===== src/rtl/upcounter_ctrl.sv =====
// Run/pause/step/clear/mode sequencer driving the hex/BCD up-counter; one clk domain.
// Button edge in cycle t updates state/outputs in cycle t+1; no backpressure, edges outside IDLE/RUN are dropped.
module upcounter_ctrl #(
  parameter int DIV_MAX   = 100_000_000,
  parameter int DIV_W     = 27,
  parameter bit START_RUN = 1'b0
) (
  input  logic       ctrl_clk,
  input  logic       ctrl_rst,
  input  logic       ctrl_btn_run,
  input  logic       ctrl_btn_step,
  input  logic       ctrl_btn_mode,
  input  logic       ctrl_btn_clr,
  output logic       ctrl_en,
  output logic       ctrl_clr,
  output logic       ctrl_select,
  output logic [1:0] ctrl_state
);

  typedef enum logic [1:0] {
    IDLE  = 2'b00,
    RUN   = 2'b01,
    STEP  = 2'b10,
    CLEAR = 2'b11
  } state_t;

  localparam state_t           RST_STATE = START_RUN ? RUN : IDLE;
  localparam logic [DIV_W-1:0] DIV_LAST  = DIV_W'(DIV_MAX - 1);

  state_t           state;
  logic [DIV_W-1:0] div;
  logic             run_saved;
  logic [3:0]       btn;
  logic [3:0]       btn_q;
  logic [3:0]       btn_edge;
  logic             clr_edge, mode_edge, run_edge, step_edge;

  assign btn       = {ctrl_btn_clr, ctrl_btn_mode, ctrl_btn_run, ctrl_btn_step};
  assign btn_edge  = btn & ~btn_q;
  assign clr_edge  = btn_edge[3];
  assign mode_edge = btn_edge[2];
  assign run_edge  = btn_edge[1];
  assign step_edge = btn_edge[0];

  assign ctrl_state = state;

  always_ff @(posedge ctrl_clk) begin
    if (ctrl_rst) begin
      // Loading the live level means a button held through reset is not an edge.
      btn_q       <= btn;
      state       <= RST_STATE;
      div         <= '0;
      run_saved   <= START_RUN;
      ctrl_en     <= 1'b0;
      ctrl_clr    <= 1'b0;
      ctrl_select <= 1'b0;
    end else begin
      btn_q    <= btn;
      ctrl_en  <= 1'b0;
      ctrl_clr <= 1'b0;
      unique case (state)
        IDLE, RUN: begin
          if (clr_edge || mode_edge) begin
            state     <= CLEAR;
            ctrl_clr  <= 1'b1;
            run_saved <= (state == RUN);
            div       <= '0;
            if (!clr_edge) ctrl_select <= ~ctrl_select;
          end else if (run_edge) begin
            state <= (state == RUN) ? IDLE : RUN;
            div   <= '0;
          end else if (step_edge && state == IDLE) begin
            state   <= STEP;
            ctrl_en <= 1'b1;
          end else if (state == RUN) begin
            // Step edges while running fall through here and leave the prescaler untouched.
            if (div == DIV_LAST) begin
              div     <= '0;
              ctrl_en <= 1'b1;
            end else begin
              div <= div + DIV_W'(1);
            end
          end
        end
        STEP: begin
          state <= IDLE;
          div   <= '0;
        end
        CLEAR: begin
          state <= run_saved ? RUN : IDLE;
          div   <= '0;
        end
      endcase
    end
  end

endmodule


===== config.mk =====
export PLATFORM = sky130hd
export DESIGN_NAME = upcounter_ctrl
export DESIGN_NICKNAME = d
export VERILOG_FILES = /design/src/rtl/upcounter_ctrl.sv
export SDC_FILE = /design/constraint.sdc
export NUM_CORES = 1
export LEC_CHECK = 0
export CAP_MARGIN = 30
export CORE_ASPECT_RATIO = 0.8
export CORE_UTILIZATION = 54
export DETAILED_ROUTE_END_ITERATION = 12
export PLACE_DENSITY = 0.71
export RECOVER_POWER = 50
export SKIP_LAST_GASP = 1
export SLEW_MARGIN = 5
export SYNTH_ARGS = -nofsm -noshare
export SYNTH_HDL_FRONTEND = slang
export SYNTH_SLANG_ARGS = --single-unit

===== constraint.sdc =====
create_clock -name ctrl_clk -period 2.8 [get_ports ctrl_clk]
set_input_delay 0.28 -clock ctrl_clk [delete_from_list [all_inputs] [get_ports ctrl_clk]]
set_output_delay 0.28 -clock ctrl_clk [all_outputs]
set_load 0.005 [all_outputs]

==> impl_metrics.ini, run 1 <==
[clocking]
postCtsSetupBuffers = 0
cts_made_buffers = 5
clkLatencyLatePin_ns = 0.30
clk_transition_reported_paths_ns = 0.08
cts_tree = yes
cts_root_buf = clkbuf_8
post_cts_resized = 0
clock_sink_count = 37
holdBufCountCts = 0
cts_max_path_buffers = 2
htreeDepth = 2

[global_routing]
grt-ovfl-total = 0
antenna_found_initial = 0
first_global_vias = 1349
grt_pass1_wl_mm = 6.210
grt_max_degree = 22
gr-usage-all-layers = 0.2427

[final_layout]
syn_to_final_growth_pct = 10.39
stdcell_area_um2 = 1981
n_antenna_cell = 0
layout-drive-gt1-share = 0.06667
stdcell_count = 250
finalNetCount = 216

[synthesis]
syn_inst = 202
yosysTopAreaCell = dfxtp_1
ys_seq_area_frac = 0.4128
netlist_area_um2 = 1794
synth-seq-cells = 37
syn_nets = 209
synthDistinctLibCells = 42
yosysWarnings = 0
synth_area_per_cell_um2 = 8.882
synth.area.top_cells = dfxtp_1 (41%), xor2_1 (7.3%), nor2_1 (6.9%), nand4_1 (5.9%), nand3_1 (3.6%)
yosysTopAreaCellShare = 0.4128

[drt]
avgRoutedWirePerCell_um = 14.85
via_per_inst = 5.896
drt_iter0_drc = 56
vias = 1474
ant_nets = 0
drc_errors = 0
firstDrtPassIters = 4
wirelength_mm = 3.713

[worst_setup_path]
startpoint_type = register
path_common_cell = and4_1
r2r_cells = 6
path_cells = and4_1 -> and4_1 -> clkbuf_1 -> a311oi_4 -> and3_1 -> a221o_1
cp_max_fo = 8
crit_path_end_kind = register
arrival_ns = 2.31
required_ns = 2.99
r2r_slack_ns = 0.68
slowest_delay_ns = 0.39
critPathKind = register to register
r2r_end = div[19]$_SDFFE_PP0P_
slowest_stage = dfxtp_1
r2r-start = div[2]$_SDFFE_PP0P_

[timing]
timing_hold_violations_final = 0
clock.fmax_ghz = 0.4728
setup_viol = 0
post-route-period-util = 0.7554
fin_ws_ns = 0.6848
maxSlewViolCount = 0
min_period_ns = 2.115
whs_ns = 0.4902
fin_setup_tns_ns = 0
worst_pin_slew_ns = 0.7078
rsz0062_at_grt = no
clock_skew_ns = 0.007273
max_slew_margin = 0.5267

[pwr]
leakage_nw = 0.6983
power-per-cell-area_nw_per_um2 = 521.8
ir_worst_vdd_mv = 0.3990

[worst_hold_path]
whs_path_depth = 1
min-delay-start = div[26]$_SDFFE_PP0P_
min_to = div[26]$_SDFFE_PP0P_
hold_class = register to register

[place]
post-dp-hpwl_mm = 2.643
post_dp_cell_area_um2 = 1886
port_buffers = 10
place_congestion = 0.8687
dpl_worst_slack_ns = 0.5243
placed_cells = 242

[die]
dieHeight_um = 53.56
die_w_um = 66.45
ios = 11
die-area_um2 = 3558
core_area_um2 = 3131
start_util = 0.5731
row_count = 18

[run]
max_cap_violations = 0

[outcome]
status = finished clean
[registers in the layout (all words and copies together) (netlist names)]
signal / count
ctrl_en: 1
btn_q: 4
ctrl_state: 2
ctrl_select: 1
div: 27
ctrl_clr: 1
run_saved: 1
[final cells by class]
type	instances	area, µm²
flip-flops and latches	37	740.7
fillers	276	1150
well taps	40	50.05
repair buffers	12	111.4
clock buffers	7	96.34
multi-input cells	153	977.2
clock inverters	1	5.005
[per-stage QoR]
stage,util,power [mW]
floorplan,-,0.6073
global placement,0.6023,0.6302
detailed placement,0.6023,0.6321
CTS,0.6347,1.046
global route,0.6327,1.076
finish,0.6327,1.033
[report_power, final]
| part | internal (mW) | leakage, nW | switching, mW |
|---|---|---|---|
| Clock | 0.222 | 0.0542 | 0.195 |
| Combinational | 0.0301 | 0.344 | 0.0415 |
| Sequential | 0.536 | 0.301 | 0.00901 |
| Total | 0.788 | 0.698 | 0.245 |
[cells in the mapped netlist (all sizes together)]
cell,count
mux2,1
or3,1
o21ai,3
mux2i,3
dfxtp,37
nor3,7
nand4b,1
nor2,34
and4,7
a21o,1
a311oi,1
a221o,1
a2bb2oi,1
nor3b,2
and3,6
a31oi,1
and4b,1
a21boi,1
ha,1
a22oi,1
buf,8
xnor2,6
nor2b,1
nor4b,2
nand2,9
xor2,15
nand2b,3
and2,2
nand4,17
a21oi,7
nand3,13
o21a,1
nor4,3
clkbuf,4
[cell families after synthesis]
logic type	count (synthesis)	synth area share
simple gates	109	0.3403
flops	37	0.4128
xor+xnor	21	0.1025
compound gates	18	0.07323
buf+inv	12	0.04114
mux	4	0.02301
fa+ha+maj	1	0.006972
[metal layers]
layer | up-vias | track usage | routed length [µm] | share of wire
met1 | 704 | 0.2933 | 1749 | 0.47
met4 | 0 | 0.09220 | 48 | 0.013
met3 | 7 | 0.08898 | 185 | 0.050
met5 | - | 0 | 0 | 0
li1 | 737 | - | - | -
met2 | 26 | 0.3980 | 1728 | 0.47
[how the worst max path moves through the flow]
stage | startpoint | to | slack [ns] | cells after the start
after floorplan | div[2]$_SDFFE_PP0P_ | div[19]$_SDFFE_PP0P_ | 1.21 | 6
after global placement | ctrl_btn_run | div[10]$_SDFFE_PP0P_ | 0.62 | 6
after detailed placement | ctrl_btn_run | div[22]$_SDFFE_PP0P_ | 0.52 | 6
after CTS | ctrl_btn_run | div[25]$_SDFFE_PP0P_ | 0.83 | 6
after global routing | ctrl_btn_run | div[26]$_SDFFE_PP0P_ | 0.52 | 6
final | div[2]$_SDFFE_PP0P_ | div[19]$_SDFFE_PP0P_ | 0.68 | 6
[cell usage in the layout, fill, tap and decap left out, types with 2 or more instances in the layout]
cell type,netlist,layout
a21oi_1,7,7
and3_1,6,6
and4_1,6,7
clkbuf_8,0,7
dfxtp_1,37,37
dlygate4sd3_1,0,9
mux2i_1,3,3
nand2_1,9,9
nand2b_1,3,3
nand3_1,13,13
nand4_1,17,17
nor2_1,33,33
nor3_1,6,6
nor3b_1,2,2
nor4_1,2,2
nor4b_1,2,2
o21ai_0,3,3
xnor2_1,6,6
xor2_1,15,15
[worst max-delay path: cells and delay by family (launching register included)]
family / cells / cell delay (ns)
DFF: 1 / 0.39
buffers and inverters: 1 / 0.38
and+or+nand+nor: 3 / 0.76
AOI/OAI and AO/OA: 2 / 0.48
No activity file was read; power rests on OpenSTA's default activity.
==> run 2, diff against run 1 <==
==> constraint.sdc (replaced) <==
create_clock -name ctrl_clk -period 2.2 [get_ports ctrl_clk]
set_input_delay 0.22 -clock ctrl_clk [delete_from_list [all_inputs] [get_ports ctrl_clk]]
set_output_delay 0.22 -clock ctrl_clk [all_outputs]
set_load 0.005 [all_outputs]
==> run 2 against run 1 <==
  * First-iteration DRC count increased by 120%
  * Global-route usage decreased by 0.97 points
  * Clock skew increased by 0.0017 ns
  * Critical endpoint unchanged
  * Highest routed layer unchanged
==> impl_metrics.ini, run 2 (synthesis results as in run 1) <==
[die]
row_count = 18
die-area_um2 = 3558
core_area_um2 = 3131
die_w_um = 66.45
ios = 11
start_util = 0.5731
dieHeight_um = 53.56

[drt]
firstDrtPassIters = 4
wirelength_mm = 3.598
ant_nets = 0
vias = 1510
drc_errors = 0
via_per_inst = 5.968
avgRoutedWirePerCell_um = 14.22
drt_iter0_drc = 124

[timing]
min_period_ns = 1.895
fin_setup_tns_ns = 0
maxSlewViolCount = 0
clock_skew_ns = 0.008950
rsz0062_at_grt = no
setup_viol = 0
worst_pin_slew_ns = 0.5498
clock.fmax_ghz = 0.5277
post-route-period-util = 0.8614
max_slew_margin = 0.6301
timing_hold_violations_final = 0

[clocking]
clkLatencyLatePin_ns = 0.29
cts_root_buf = clkbuf_8
clock_sink_count = 37
post_cts_resized = 0
cts_made_buffers = 5
postCtsSetupBuffers = 0
clk_transition_reported_paths_ns = 0.07
cts_tree = yes
cts_max_path_buffers = 2
htreeDepth = 2
holdBufCountCts = 0

[worst_setup_path]
r2r_slack_ns = 0.30
arrival_ns = 2.08
path_cells = and4_1 -> and4_1 -> a311oi_2 -> and3_1 -> a221o_1
slowest_stage = dfxtp_1
slowest_delay_ns = 0.40
cpLargestDelayFamily = simple AND/OR/NAND/NOR gates
crit_path_end_kind = register
cp_max_fo = 8
required_ns = 2.38
critPathKind = register to register
startpoint_type = register
startpoint = div[2]$_SDFFE_PP0P_
path_common_cell = and4_1
r2r-start = div[2]$_SDFFE_PP0P_
crit_buf_inv = 0

[worst_hold_path]
min-delay-start = div[26]$_SDFFE_PP0P_
hold_class = register to register

[final_layout]
syn_to_final_growth_pct = 11.79
fill_cells = 275
stdcell_area_um2 = 2006
regMostFlops = div
layout_common_cells = dfxtp_1 (37), nor2_1 (33), nand4_1 (17)
largest_reg_flops = 27
n_antenna_cell = 0
mostFrequentLayoutCell = dfxtp_1
layout-drive-gt1-share = 0.08451
finalNetCount = 220

[global_routing]
antenna_found_initial = 0
grt-ovfl-total = 0
grt_max_degree = 12
gr-usage-all-layers = 0.2330
first_global_vias = 1334
grt_pass1_wl_mm = 6.106

[outcome]
status = finished clean

[run]
max_cap_violations = 0

[pwr]
leakage_nw = 0.7179
ir_worst_vdd_mv = 0.3889
power-per-cell-area_nw_per_um2 = 670.6

[place]
post_dp_cell_area_um2 = 1916
place_congestion = 0.9503
port_buffers = 10
post-dp-hpwl_mm = 2.675
run 2: worst paths after layout:
check,endpoint,cells after the start
max,div[19]$_SDFFE_PP0P_,5
min,div[26]$_SDFFE_PP0P_,1
max reg2reg,div[19]$_SDFFE_PP0P_,5
min reg2reg,div[26]$_SDFFE_PP0P_,1
run 2: stage by stage:
stage	std cells	hold WS [ns]	total power, mW	worst slack, ns	utilization
after CTS	253	0.4016	1.363	0.3279	0.6451
after global routing	253	0.5004	1.402	0.2057	0.6407
final	253	0.5012	1.345	0.3049	0.6407
after global placement	246	0.4685	0.8096	0.3898	0.6119
after detailed placement	246	0.4843	0.8133	0.3278	0.6119
after floorplan	202	0.2477	0.7729	0.6149	-
run 2: metal layers:
layer,track usage,wire length (µm)
met1,0.2961,1646
met2,0.3810,1677
met3,0.05932,228
met4,0.09574,46
met5,0,0
run 2: area by class of cell:
type	instances	area (µm²)	share of cell area
multi-input cells	153	965.9	0.4816
flip-flops and latches	37	740.7	0.3693
repair buffers	16	145.1	0.07236
clock buffers	5	68.82	0.03431
clock inverters	2	35.03	0.01747
well taps	40	50.05	0.02495
run 2: power by group:
| group | internal (mW) | total (mW) | switching (mW) |
|---|---|---|---|
| combinational | 0.0446 | 0.0989 | 0.0543 |
| sequential | 0.682 | 0.694 | 0.0114 |
| clock | 0.329 | 0.552 | 0.223 |
| total | 1.06 | 1.34 | 0.289 |
run 2: worst register-to-register path: stages (launching register included):
cell and delay [ns]:
dfxtp_1 0.40, and4_1 0.29, and4_1 0.38, a311oi_2 0.24, and3_1 0.23, a221o_1 0.25
==> run 3, diff against run 2 <==
--- a/config.mk
+++ b/config.mk
@@ -9,6 +9,7 @@
 export CORE_ASPECT_RATIO = 0.8
 export CORE_UTILIZATION = 54
 export DETAILED_ROUTE_END_ITERATION = 12
+export HOLD_SLACK_MARGIN = 0.15
 export PLACE_DENSITY = 0.71
 export RECOVER_POWER = 50
 export SKIP_LAST_GASP = 1
==> results of run 3 <==
No change in the layout: final DEF, timing and power equal those of run 2.
